`config.mk`:
```
export PLATFORM = sky130hd
export DESIGN_NAME = ft_run_controller
export DESIGN_NICKNAME = d
export VERILOG_FILES = /design/src/rtl/ft_run_controller.sv
export SDC_FILE = /design/constraint.sdc
export NUM_CORES = 1
export LEC_CHECK = 0
export CAP_MARGIN = 20
export CORE_ASPECT_RATIO = 0.6
export CORE_UTILIZATION = 25
export CTS_BUF_LIST = sky130_fd_sc_hd__clkbuf_4 sky130_fd_sc_hd__clkbuf_8 sky130_fd_sc_hd__clkbuf_16
export DETAILED_ROUTE_END_ITERATION = 10
export GPL_ROUTABILITY_DRIVEN = 1
export HOLD_SLACK_MARGIN = 0.08
export PLACE_DENSITY_LB_ADDON = 0.08
export SLEW_MARGIN = 40
export SYNTH_ARGS = -nofsm -noshare
export SYNTH_HDL_FRONTEND = slang
export SYNTH_SLANG_ARGS = --single-unit
export TNS_END_PERCENT = 10
```
`constraint.sdc`:
```
create_clock -name clk_i -period 5.65 [get_ports clk_i]
set_input_delay 0.8475 -clock clk_i [delete_from_list [all_inputs] [get_ports clk_i]]
set_output_delay 0.8475 -clock clk_i [all_outputs]
set_load 0.02 [all_outputs]
```
`src/rtl/ft_run_controller.sv`:
```
`default_nettype none
// ============================================================================
// Module   : ft_run_controller
// Purpose  : Temporal-redundancy run sequencer for a single zeroriscy_soc core.
//            Runs the same program two or three times, captures the result
//            word of each run and produces a 2-of-3 majority-voted result.
// Ports    : clk_i/rst_i      - clock, async active-high reset
//            start_i          - one-cycle job start (accepted in IDLE/DONE)
//            mem_flag_i       - core completion word (nonzero = finished)
//            mem_result_i     - core result word, sampled with completion
//            core_rst_no      - active-low reset to the core
//            fetch_en_o       - fetch enable to the core
//            busy_o/done_o    - job in progress / job finished (held)
//            error_o          - no majority (valid with done_o)
//            timeout_o        - some run in this job timed out (sticky)
//            result_o         - voted result (valid with done_o)
//            run_cnt_o        - runs completed in the current job
// Revision : 1.0 - initial release
// ============================================================================
module ft_run_controller #(
  parameter int RST_CYCLES     = 4,
  parameter int TIMEOUT_CYCLES = 100,
  parameter int CNT_W          = 16
) (
  input  logic        clk_i,
  input  logic        rst_i,
  input  logic        start_i,
  input  logic [31:0] mem_flag_i,
  input  logic [31:0] mem_result_i,
  output logic        core_rst_no,
  output logic        fetch_en_o,
  output logic        busy_o,
  output logic        done_o,
  output logic        error_o,
  output logic        timeout_o,
  output logic [31:0] result_o,
  output logic [1:0]  run_cnt_o
);

  localparam logic [2:0] S_IDLE  = 3'd0;
  localparam logic [2:0] S_HOLD  = 3'd1;
  localparam logic [2:0] S_RUN   = 3'd2;
  localparam logic [2:0] S_CHECK = 3'd3;
  localparam logic [2:0] S_DONE  = 3'd4;

  localparam logic [CNT_W-1:0] HOLD_LAST = CNT_W'(RST_CYCLES - 1);
  localparam logic [CNT_W-1:0] RUN_LAST  = CNT_W'(TIMEOUT_CYCLES - 1);

  logic [2:0]       state;
  logic [CNT_W-1:0] cnt;
  logic             armed;
  logic [31:0]      r0, r1, r2;
  logic [2:0]       v;

  logic flag_nz;
  logic complete;
  logic agree01, agree02, agree12;

  assign flag_nz  = |mem_flag_i;
  // A flag is only trusted once it has been seen low inside this run, so a
  // completion word left over from the previous run cannot end the new one.
  assign complete = armed & flag_nz;
  assign agree01  = v[0] & v[1] & (r0 == r1);
  assign agree02  = v[0] & v[2] & (r0 == r2);
  assign agree12  = v[1] & v[2] & (r1 == r2);

  always_ff @(posedge clk_i or posedge rst_i) begin
    if (rst_i) begin
      state       <= S_IDLE;
      cnt         <= '0;
      armed       <= 1'b0;
      r0          <= '0;
      r1          <= '0;
      r2          <= '0;
      v           <= '0;
      core_rst_no <= 1'b0;
      fetch_en_o  <= 1'b0;
      busy_o      <= 1'b0;
      done_o      <= 1'b0;
      error_o     <= 1'b0;
      timeout_o   <= 1'b0;
      result_o    <= '0;
      run_cnt_o   <= '0;
    end else begin
      case (state)
        S_IDLE, S_DONE: begin
          core_rst_no <= 1'b0;
          fetch_en_o  <= 1'b0;
          if (start_i) begin
            state     <= S_HOLD;
            cnt       <= '0;
            v         <= '0;
            busy_o    <= 1'b1;
            done_o    <= 1'b0;
            error_o   <= 1'b0;
            timeout_o <= 1'b0;
            run_cnt_o <= '0;
          end
        end

        S_HOLD: begin
          if (cnt == HOLD_LAST) begin
            state       <= S_RUN;
            cnt         <= '0;
            armed       <= 1'b0;
            core_rst_no <= 1'b1;
            fetch_en_o  <= 1'b1;
          end else begin
            cnt <= cnt + 1'b1;
          end
        end

        S_RUN: begin
          armed <= armed | ~flag_nz;
          cnt   <= cnt + 1'b1;
          // Completion has priority over a timeout in the same cycle.
          if (complete || (cnt == RUN_LAST)) begin
            state       <= S_CHECK;
            core_rst_no <= 1'b0;
            fetch_en_o  <= 1'b0;
            if (!complete) timeout_o <= 1'b1;
            case (run_cnt_o)
              2'd0: begin
                r0   <= mem_result_i;
                v[0] <= complete;
              end
              2'd1: begin
                r1   <= mem_result_i;
                v[1] <= complete;
              end
              default: begin
                r2   <= mem_result_i;
                v[2] <= complete;
              end
            endcase
          end
        end

        S_CHECK: begin
          cnt <= '0;
          if (run_cnt_o != 2'd3) run_cnt_o <= run_cnt_o + 1'b1;
          case (run_cnt_o)
            2'd0: state <= S_HOLD;
            2'd1: begin
              if (agree01) begin
                result_o <= r0;
                state    <= S_DONE;
                done_o   <= 1'b1;
                busy_o   <= 1'b0;
              end else begin
                state <= S_HOLD;
              end
            end
            default: begin
              if (agree02) begin
                result_o <= r0;
              end else if (agree12) begin
                result_o <= r1;
              end else if (agree01) begin
                result_o <= r0;
              end else begin
                result_o <= '0;
                error_o  <= 1'b1;
              end
              state  <= S_DONE;
              done_o <= 1'b1;
              busy_o <= 1'b0;
            end
          endcase
        end

        default: state <= S_IDLE;
      endcase
    end
  end

endmodule
`default_nettype wire

```
# Yosys cells after proc, flatten, opt, wreduce, memory -nomap -nowiden
# Index checks and enable logic that the tools add are counted.
# Widths: inputs -> output; s select.
[op_classes]
reduce_logical = 26
n_eq_ne = 26
mul = 0
n_addsub = 2
n_div = 0
n_shift = 0
magnitude_cmp = 0
muxes = 44
n_bitwise = 11
[ops]
columns = ["op", "n"]
rows = [
  ["$mux 32", 4],
  ["$eq 32x32->1", 3],
  ["$pmux 16 s4", 1],
  ["$pmux 32 s2", 1],
  ["$mux 16", 2],
  ["$reduce_or 32->1", 1],
  ["$ne 2x2->1 const B", 15],
  ["$reduce_and 3->1", 7],
  ["$reduce_and 4->1", 5],
  ["$mux 3", 6],
  ["$add 16x1->16 const B", 1],
  ["$eq 16x2->1 const B", 1],
  ["$eq 16x7->1 const B", 1],
  ["$mux 1", 16],
  ["$pmux 1 s2", 7],
  ["$pmux 3 s2", 2],
  ["$pmux 3 s4", 1],
  ["$and 1x1->1", 7],
  ["$eq 3x2->1 const B", 2],
  ["$reduce_and 6->1", 1],
  ["$reduce_bool 2->1", 3],
  ["$mux 2", 2],
  ["$pmux 2 s2", 1],
  ["$reduce_and 2->1", 2],
  ["other kinds (14)", 17],
]
[word_totals]
latchBits = 0
out_inout_bits = 40
input_bits = 67
mem_count = 0
register_bits = 158
mem_bits_rw = 0
romBits = 0

# Logic depth before layout (Yosys ltp)
[depth]
word_depth = 7
depth_mapped = 9

# Worst setup path before layout
# OpenSTA, ideal clock, no wires.
[synth_path]
path_kind = "input to register"
startpoint = "input port mem_flag_i[24]"
endpoint = "register r2[22]"
t_arrival_ps = 2394
t_required_ps = 5522
path_slack_ps = 3129
path_stages = 8
setup_time_ps = 128
n_path_buf = 2
path_cell_list = "nor4_1 nand4_1 o21ai_1 a21oi_2 and2_1 buf_2 buf_4 mux2_1"
[synth_between]
elab_chain_cells = 4
[synth_lines]
columns = ["element", "line", "rtl"]
rows = [
  ["from (decl)", "28", "input logic [31:0] mem_flag_i,"],
  ["$reduce_or 32->1", "59", "assign flag_nz = |mem_flag_i;"],
  ["$and 1x1->1", "62", "assign complete = armed & flag_nz;"],
  ["$logic_or 1x1->1", "117", "if (complete || (cnt == RUN_LAST)) begin"],
  ["$reduce_and 3->1 (no source line)", "n/a", ""],
  ["to (signal assigned)", "132", "r2 <= mem_result_i;"],
  ["to (decl)", "52", "logic [31:0] r0, r1, r2;"],
]
# Every way passes these cells.
# A chain may end at the register's enable or synchronous reset.

# Worst setup path after layout
[layout_path]
startpoint = "register r1[1]"
endpoint = "register result_o[7]"
[layout_between]
elab_chain_cells = 6
[layout_lines]
columns = ["element", "line", "rtl"]
rows = [
  ["from (decl)", "52", ""],
  ["from (signal assigned)", "128", "r1 <= mem_result_i;"],
  ["$eq 32x32->1", "63", "assign agree01 = v[0] & v[1] & (r0 == r1);"],
  ["$and 1x1->1", "63", ""],
  ["$mux 32", "159", "end else if (agree01) begin"],
  ["$mux 32", "157", "end else if (agree12) begin"],
  ["$mux 32", "155", "if (agree02) begin"],
  ["$pmux 32 s2", "142", "case (run_cnt_o)"],
  ["to (signal assigned)", "156", "result_o <= r0;"],
  ["to (signal assigned)", "158", "result_o <= r1;"],
  ["to (signal assigned)", "160", "result_o <= r0;"],
  ["to (decl)", "36", "output logic [31:0] result_o,"],
]
# Parallel ways exist; a longest one is shown, timed or not.

==> results by group <==
Outcome
  – Outcome: finished clean

Routing
  – Drt first-iter violations: between 400 and 500
  – Vias/cell: 4.89
  – Routed WL per cell: 22.0 um
  – Post-DRT Antenna Nets: 0
  – Remaining DRCs: 0
  – TritonRoute pass-1 iters: 5
  – Post-Route WL: roughly 27000 um
  – Routed via count: between 6000 and 7000

STA
  – Min cycle time layout: between 3000 and 4000 ps
  – Final setup vio count: 0
  – Slew headroom: 0.422
  – Peak Freq: 278 MHz
  – Final period util: 0.638
  – Final hold violations: 0
  – Unrepaired setup endpoints after global routing: no
  – Fin Hold WS: between 500 and 600 ps
  – Setup tns final: 0 ps
  – Post-Route Skew: ~13 ps
  – Pins Over Slew Limit: 0
  – Final setup margin: ~2000 ps
  – Worst-Margin Slew: 865 ps

Synth
  – Complex-gate fraction of the synthesized area: 0.0957
  – Library cells used by synthesis: 46
  – Largest family of logic cells by synthesized area: multiplexers
  – Post-synth top area share: 0.499
  – Synth Instances: ~710
  – Seq cells post-synth: about 160
  – YS warnings: 0
  – Async SR Flop Fraction: 1.00
  – Synth area leaders: dfrtp_1, mux2_2, xor2_1
  – Xor and xnor area share after synthesis: 0.124
  – Synth Area in Simple Gates: 0.107
  – Synth Area in Adders: 0.00632
  – Mapped Area: 7920 um2
  – Post-synthesis net count: between 700 and 800
  – Area leader, netlist: dfrtp_1
  – Mapped Avg Cell Area: 11.2 um2
  – Most instantiated library cell after synthesis: dfrtp_1
  – Multiplexer share of the synthesized area: 0.139
  – Number of synthesized flops with an enable pin: 0
  – Seq/Total Area, Yosys: 0.499
  – Top cells by count, synth: dfrtp_1, mux2_2, xor2_1
  – Dominant synthesized flop cell: dfrtp_1

Setup path
  – Type of the worst setup path: flip-flop to flip-flop
  – Startpoint types: flip-flop
  – Crit Reg-Reg Startpoint: r1[1]$_DFFE_PP0P_
  – Register-to-Register Path Depth: 8
  – R2r endpoint: result_o[7]$_DFFE_PP0P_
  – Setup crit end kind: flip-flop
  – Worst path required time: roughly 6000 ps
  – Crit. Startpoint: r1[1]$_DFFE_PP0P_
  – CP Capture Point: result_o[7]$_DFFE_PP0P_
  – Arr. time, crit path: about 3900 ps
  – R2r setup slk: roughly 2000 ps
  – Crit-path max FO: 33

Clock network
  – CTS Buf Count: 17
  – CTS clk-pin slew, worst paths: around 70 ps
  – CTS tree: done
  – Setup Buffers After CTS: 0
  – CTS Buffer Depth: 2
  – Htree depth: 4
  – Post-cts resize count: 0
  – Clock Latency Late Sink: 450 ps
  – CTS Hold Bufs: 0
  – Root Buffer: clkbuf_16
  – # clock sinks: 158

Cells and area
  – Final Non-Filler Cells: approximately 1200
  – Sequential cell area: 3950 um2
  – Nets: 878
  – Area of the multi-input gates: about 3800 um2
  – Fill cells: 3141
  – Layout cells sized above 1: 0.178
  – Antenna cells: 0
  – Syn-to-layout area delta: 26.2%

Floorplan
  – Total Die Area: roughly 32000 um2
  – Top-Level Pins: 107
  – Die W: around 230 um
  – CORE AREA: roughly 31000 um2
  – Die height: between 100 and 150 um
  – Starting density of the core: 0.254
  – Site Rows: 50

Power and ir drop
  – Reg power frac: 0.380
  – Static leakage: ~4.3 nW
  – Net switching power: 0.00214 W
  – Pwr dens: 523 nW/um2
  – Comb pwr share: 0.399
  – Total power: around 0.0052 W
  – VDD IR max: around 0.00028 V
  – P_int: 0.00309 W
  – Clock power frac: 0.221
  – Sw frac: 0.409

GRT
  – GRT Overall Usage: 0.175
  – Pin count of the biggest net entering global routing: 87
  – First-pass GRT wire length: a little over 40000 um
  – Grt ovf: 0
  – Antenna violations before repair: 0
  – Vias in the first global route: ~6200

Place
  – Post-place setup slack: roughly 2100 ps
  – DPL Wire Length: ~19000 um
  – Cells after DPL: about 1200
  – Routability cong.: approximately 0.85
  – Port Buffers: ~110

Worst hold path
  – Worst hold path type: flip-flop to flip-flop
  – Worst hold start: done_o$_DFFE_PP0P_

Flow run
  – Max cap viols: 0
==> cell usage in the layout (no fill, tap or decap), drive strengths merged, types with 3 or more instances in the layout <==
master           n
dfrtp          158
clkdlybuf4s50  106
mux2            96
xor2            70
o21ai           43
xnor2           42
nand3           42
a21oi           42
nor2            33
a31oi           33
nor4            26
nand4           19
clkbuf          18
nand2           15
buf             12
inv              9
clkinvlp         7
nor3             6
ha               4
nor3b            3
nand2b           3
a21o             3
or2              3
==> metrics by stage <==
stage	utilization	area, um2
4_1_cts	0.321	9990
2_1_floorplan	-	7920
3_3_place_gp	0.302	9400
3_5_place_dp	0.302	9410
5_1_grt	0.321	10000
6_report	0.321	10000
==> worst min-delay path by stage <==
| stage | slack (ps) | cells past startpoint | end |
|---|---|---|---|
| 2_1_floorplan | 490 | 2 | armed$_DFFE_PP0P_ |
| 3_3_place_gp | 490 | 2 | error_o$_DFFE_PP0P_ |
| 3_5_place_dp | 490 | 1 | done_o$_DFFE_PP0P_ |
| 4_1_cts | 510 | 1 | done_o$_DFFE_PP0P_ |
| 5_1_grt | 540 | 1 | done_o$_DFFE_PP0P_ |
| 6_report | 510 | 1 | done_o$_DFFE_PP0P_ |
==> registers in the layout (all words and copies together) (netlist names) <==
signal      flops
state           3
r0             32
fetch_en_o      1
run_cnt_o       2
r2             32
v               3
armed           1
error_o         1
timeout_o       1
r1             32
cnt            16
result_o       32
busy_o          1
done_o          1
==> worst max-delay path, stage by stage, from the launching register on <==
cell and delay [ps]:
dfrtp_1 420, xor2_1 180, nor4_1 710, nand4_1 250, o41ai_4 350, buf_4 420
and2_1 470, buf_4 420, a31oi_1 140
==> power groups by stage <==
| stage | clock [W] | sequential [W] | combinational [W] |
|---|---|---|---|
| after floorplan | 0 | 0.00200 | 0.00113 |
| after global routing | 0.00124 | 0.00205 | 0.00225 |
| after CTS | 0.00119 | 0.00198 | 0.00210 |
| after detailed placement | 0 | 0.00200 | 0.00208 |
| final | 0.00116 | 0.00198 | 0.00209 |
| after global placement | 0 | 0.00198 | 0.00209 |
==> routing by layer <==
layer / track usage / vias up / share of wire / wire length (um)
li1: - / 2748 / - / -
met1: 0.273 / 3117 / 0.53 / 14400
met2: 0.235 / 149 / 0.40 / 11000
met3: 0.0454 / 20 / 0.055 / 1510
met4: 0.0433 / 0 / 0.012 / 331
met5: 0 / - / 0 / 0
==> cell families (layout without fill, tap and decap cells) <==
family	count (synthesis)	after routing
adder cells (fa/ha/maj)	4	4
multiplexers	98	98
buffers and inverters	46	156
flip-flops	158	158
AO/OA/AOI/OAI	131	131
XOR/XNOR	112	112
AND/OR/NAND/NOR	160	160
==> area by class of cell <==
cell class	count	area share
Sequential cell	158	0.395
Inverter	7	0.00338
Multi-Input combinational cell	505	0.376
Clock inverter	13	0.0140
Clock buffer	18	0.0439
Timing Repair Buffer	118	0.115
Tap cell	416	0.0521
(Power assumes the default switching activity.)
